File: src/rtl/pipe_stage_reg_hs.sv
// Parametrised inter-stage pipeline register with valid/ready handshake, a
// one-entry skid buffer behind a registered in_ready, flush-to-bubble and a stall counter.
module pipe_stage_reg_hs #(
    parameter int DATA_W    = 32,
    parameter int NUM_LANES = 2,
    parameter int CTRL_W    = 2,
    parameter int ADDR_W    = 5,
    parameter int CNT_W     = 16
) (
    input  logic                        clk,
    input  logic                        rst,
    input  logic                        flush,
    input  logic                        in_valid,
    output logic                        in_ready,
    input  logic [CTRL_W-1:0]           in_ctrl,
    input  logic [ADDR_W-1:0]           in_addr,
    input  logic [NUM_LANES*DATA_W-1:0] in_data,
    output logic                        out_valid,
    input  logic                        out_ready,
    output logic [CTRL_W-1:0]           out_ctrl,
    output logic [ADDR_W-1:0]           out_addr,
    output logic [NUM_LANES*DATA_W-1:0] out_data,
    output logic [CNT_W-1:0]            stall_cnt
);

    typedef enum logic [1:0] {EMPTY, ONE, FULL} state_t;

    localparam logic [CNT_W-1:0] CNT_MAX = '1;

    state_t                        state_reg, state_next;
    logic                          in_ready_reg;
    logic [CTRL_W-1:0]             main_ctrl_reg, skid_ctrl_reg;
    logic [ADDR_W-1:0]             main_addr_reg, skid_addr_reg;
    logic [NUM_LANES*DATA_W-1:0]   main_data_reg, skid_data_reg;
    logic [CNT_W-1:0]              stall_cnt_reg;

    logic in_xfer, out_xfer;
    logic load_main_in, load_main_skid, load_skid_in;

    assign in_xfer  = in_valid & in_ready_reg;
    assign out_xfer = (state_reg != EMPTY) & out_ready;

    always_comb begin
        state_next     = state_reg;
        load_main_in   = 1'b0;
        load_main_skid = 1'b0;
        load_skid_in   = 1'b0;
        case (state_reg)
            EMPTY: begin
                if (in_xfer) begin
                    state_next   = ONE;
                    load_main_in = 1'b1;
                end
            end
            ONE: begin
                if (in_xfer && out_xfer) begin
                    load_main_in = 1'b1;
                end else if (in_xfer) begin
                    state_next   = FULL;
                    load_skid_in = 1'b1;
                end else if (out_xfer) begin
                    state_next   = EMPTY;
                end
            end
            FULL: begin
                if (out_xfer) begin
                    state_next     = ONE;
                    load_main_skid = 1'b1;
                end
            end
            default: state_next = EMPTY;
        endcase
        // Flush drops everything held plus any entry accepted this cycle.
        if (flush) begin
            state_next     = EMPTY;
            load_main_in   = 1'b0;
            load_main_skid = 1'b0;
            load_skid_in   = 1'b0;
        end
    end

    always_ff @(posedge clk) begin
        if (rst) begin
            state_reg     <= EMPTY;
            in_ready_reg  <= 1'b0;
            main_ctrl_reg <= '0;
            main_addr_reg <= '0;
            skid_ctrl_reg <= '0;
            skid_addr_reg <= '0;
            stall_cnt_reg <= '0;
        end else begin
            state_reg    <= state_next;
            in_ready_reg <= (state_next != FULL);
            if (load_main_in) begin
                main_ctrl_reg <= in_ctrl;
                main_addr_reg <= in_addr;
            end else if (load_main_skid) begin
                main_ctrl_reg <= skid_ctrl_reg;
                main_addr_reg <= skid_addr_reg;
            end
            if (load_skid_in) begin
                skid_ctrl_reg <= in_ctrl;
                skid_addr_reg <= in_addr;
            end
            if ((state_reg != EMPTY) && !out_ready && (stall_cnt_reg != CNT_MAX))
                stall_cnt_reg <= stall_cnt_reg + 1'b1;
        end
    end

    genvar gi;
    generate
        for (gi = 0; gi < NUM_LANES; gi++) begin : g_lane
            always_ff @(posedge clk) begin
                if (rst) begin
                    main_data_reg[gi*DATA_W +: DATA_W] <= '0;
                    skid_data_reg[gi*DATA_W +: DATA_W] <= '0;
                end else begin
                    if (load_main_in)
                        main_data_reg[gi*DATA_W +: DATA_W] <= in_data[gi*DATA_W +: DATA_W];
                    else if (load_main_skid)
                        main_data_reg[gi*DATA_W +: DATA_W] <= skid_data_reg[gi*DATA_W +: DATA_W];
                    if (load_skid_in)
                        skid_data_reg[gi*DATA_W +: DATA_W] <= in_data[gi*DATA_W +: DATA_W];
                end
            end
        end
    endgenerate

    // Bubbles never carry control bits; address/data keep their last values.
    assign out_valid = (state_reg != EMPTY);
    assign out_ctrl  = out_valid ? main_ctrl_reg : '0;
    assign out_addr  = main_addr_reg;
    assign out_data  = main_data_reg;
    assign in_ready  = in_ready_reg;
    assign stall_cnt = stall_cnt_reg;

endmodule

File: config.mk
export PLATFORM = sky130hd
export DESIGN_NAME = pipe_stage_reg_hs
export DESIGN_NICKNAME = d
export VERILOG_FILES = /design/src/rtl/pipe_stage_reg_hs.sv
export SDC_FILE = /design/constraint.sdc
export NUM_CORES = 1
export LEC_CHECK = 0
export CAP_MARGIN = 30
export CORE_AREA = 10 10 123 125
export DETAILED_ROUTE_END_ITERATION = 10
export DIE_AREA = 0 0 133 135
export PLACE_DENSITY = 0.87
export SETUP_SLACK_MARGIN = 0.3
export SLEW_MARGIN = 30
export SYNTH_ARGS = -nofsm -noshare
export SYNTH_HDL_FRONTEND = slang
export SYNTH_SLANG_ARGS = --single-unit
export TNS_END_PERCENT = 1
File: constraint.sdc
create_clock -name clk -period 5.2 [get_ports clk]
set_clock_uncertainty 0.05 [all_clocks]
set_input_delay 0.78 -clock clk [delete_from_list [all_inputs] [get_ports clk]]
set_output_delay 0.78 -clock clk [all_outputs]
set_load 0.05 [all_outputs]
==> results.json <==
{
  "finalCriticalPeriod_ps": 2929,
  "finalNetCount": 948,
  "endpoint_kind": "flip-flop",
  "synth.avg_cell_area_um2": 8.865,
  "numCtsBuffers": 17,
  "cts_root_buf": "clkbuf_16",
  "critPathMaxFanout": 54,
  "num_antenna_cells": 0,
  "netlist_instances": 742,
  "fmax_ghz": 0.3414,
  "postCtsSetupRepairBufs": 0,
  "fillerInstances": 961,
  "reg2reg_from": "state_reg[0]$_SDFF_PP0_",
  "crit_chain": "clkdlybuf4s50_1 > nor2b_1 > nand2b_4 > buf_4 > nor2_1 > a211oi_1",
  "max_stage_delay_ps": 580,
  "peakVddDrop_v": 0.0002015,
  "synth_edf_count": 0,
  "synth_seq_area_share_pct": 49.00,
  "p_sw_w": 0.0006702,
  "htreeDepth": 4,
  "multi_input_area_mm2": 0.003044,
  "synthTopCellsByArea": "dfxtp_1, mux2i_1, nand2_1",
  "start_kind": "primary input",
  "p_clk_share_pct": 43.1,
  "power_frac_comb_pct": 11.3,
  "coreArea_mm2": 0.01257,
  "wl_per_cell_um": 16.18,
  "synth_xor_area_share_pct": 0,
  "crit_family": "buffers and inverters",
  "ctsResizeCount": 0,
  "drt_iter0_markers": 465,
  "status": "finished, final reports clean",
  "crit_arrival_ps": 3200,
  "synth.net_count": 819,
  "hold_start": "skid_data_reg[19]$_SDFFE_PP0P_",
  "worst_slew_pin_slew_ps": 953.7,
  "seqCellArea_mm2": 0.003223,
  "place_ws_ps": 1886,
  "synth_common_cells": "dfxtp_1, nand2_1, a21oi_1",
  "drt-pass1-iter-count": 5,
  "post-route-period-util_pct": 56.34,
  "route.detailed.drc": 0,
  "top_level_ports": 165,
  "maxCapViolCount": 0,
  "cts_tree": "yes",
  "max-slew-margin-rel_pct": 36.42,
  "setup-tns-final_ps": 0,
  "drt-total-wl_mm": 17.09,
  "dieArea_mm2": 0.01796,
  "num_vias": 5742,
  "synth.most_common_cell": "dfxtp_1",
  "crit_path_start": "out_ready",
  "synth_top_family_by_area": "simple AND/OR/NAND/NOR gates",
  "slew_violations": 0,
  "synth_compound_area_share_pct": 16.89,
  "cp.required_ps": 5470,
  "yosys.area_share.simple_pct": 17.54,
  "yosys.area.top_type": "dfxtp_1",
  "grt_pass1_vias": 5498,
  "die_x_um": 133,
  "synth_flop_cell": "dfxtp_1",
  "hpwl_mm": 11.28,
  "grt_use_total_pct": 18.55,
  "path_clk_slew_ps": 60,
  "final_core_util_pct": 69.83,
  "synth_seq_cells": 161,
  "muxShareOfSynthArea_pct": 11.43,
  "start_util_pct": 52.33,
  "ys_types": 37,
  "power_w": 0.002820,
  "cts.sinks": 161,
  "power_leakage_nw": 2.847,
  "rsz0062_at_grt": "no",
  "hp-class": "reg2reg",
  "critPathKind": "in2reg",
  "async_reset_ff_share_pct": 0,
  "synth_top_area_share_pct": 49.00,
  "synthesis.area_mm2": 0.006578,
  "syn_to_final_growth_pct": 33.42,
  "row_count": 41,
  "sequentialPowerShare_pct": 45.5,
  "p_int_w": 0.002150,
  "ctsHoldBuffers": 0,
  "clockBufferDepth": 2,
  "routabilityCongestion": 0.7825,
  "synth_fa_ha_area_share_pct": 0.1902,
  "die_h_um": 135,
  "finalHoldViolations": 0,
  "grt-ovfl-total": 0,
  "via_per_inst": 5.438,
  "insertion_delay_ps": 420,
  "ys_warn_count": 0,
  "critPathSlowestCell": "clkdlybuf4s50_1",
  "ant_nets": 0,
  "p_per_area_mw_per_mm2": 321.3,
  "port_buffers": 164,
  "antenna_found_initial": 1,
  "setup_viol": 0,
  "grt_max_degree": 69,
  "drive_gt1_share_pct": 4.864,
  "grt_pass1_wl_mm": 27.79,
  "timing.final.ws_setup_ps": 2271,
  "swShare_pct": 23.76,
  "crit_buf_inv": 2
}
[tightest hold or removal path: stages, from the launching register on]
cell and delay [ps]:
dfxtp_1 310, nand2_1 50, a21oi_1 50
[path summary, 6_finish.rpt]
path / slack [ps] / endpoint / cells after the start
max: 2270 / out_data[63]$_SDFFE_PP0P_ / 6
min: 400 / skid_data_reg[19]$_SDFFE_PP0P_ / 2
max reg2reg: 2800 / out_data[63]$_SDFFE_PP0P_ / 5
min reg2reg: 400 / skid_data_reg[19]$_SDFFE_PP0P_ / 2
[cells by family after synthesis]
group           count (synthesis)
mux                            75
simple gates                  266
compound gates                175
buf+inv                        64
flops                         161
fa+ha+maj                       1
[power groups by stage]
stage                logic, W  clock network (W)  registers (W)
floorplan           0.0000798                  0        0.00141
finish               0.000320            0.00122        0.00128
detailed placement   0.000319                  0        0.00131
CTS                  0.000321            0.00124        0.00128
global placement     0.000316                  0        0.00131
global route         0.000338            0.00130        0.00129
[stage by stage]
stage / cell area (µm²) / cells / hold WS [ps]
after global placement: 8198 / 1024 / 392.5
after detailed placement: 8198 / 1024 / 397.7
after global routing: 8776 / 1056 / 416.8
after CTS: 8776 / 1056 / 405.0
after floorplan: 6578 / 742 / 386.0
final: 8776 / 1056 / 402.1
[metal layers]
layer / wire length (µm) / GRT usage (%) / part of all wire, %
met4: 233 / 6.235 / 1.4
met5: 17 / 0 / 0.099
met3: 1208 / 6.528 / 7.1
met1: 7482 / 22.93 / 44
met2: 8148 / 29.44 / 48
[cells in the final DEF, fill, tap and decap left out, drive strengths merged, types with 2 or more instances in the layout]
cell type      count
inv                3
nor2              75
or3                3
and3               2
nand4              4
or4               10
nand2            149
clkinv             3
nor2b              4
nor4               2
clkdlybuf4s50    163
nand3              6
nand2b             3
nor3               3
mux2i             74
a21oi             86
o21ai              2
clkbuf            27
dfxtp            161
buf                8
o31ai             11
a211oi            71
bufinv             2
and4bb             2
[cell type report]
class                   count  area share (%)
inverters                   3          0.1283
clock inverters             5          0.8554
multi-input cells         517           34.69
flip-flops and latches    161           36.73
well taps                 172           2.452
clock buffers              27           5.731
repair buffers            171           19.42
Note: power is estimated with default switching activity, not from simulation.
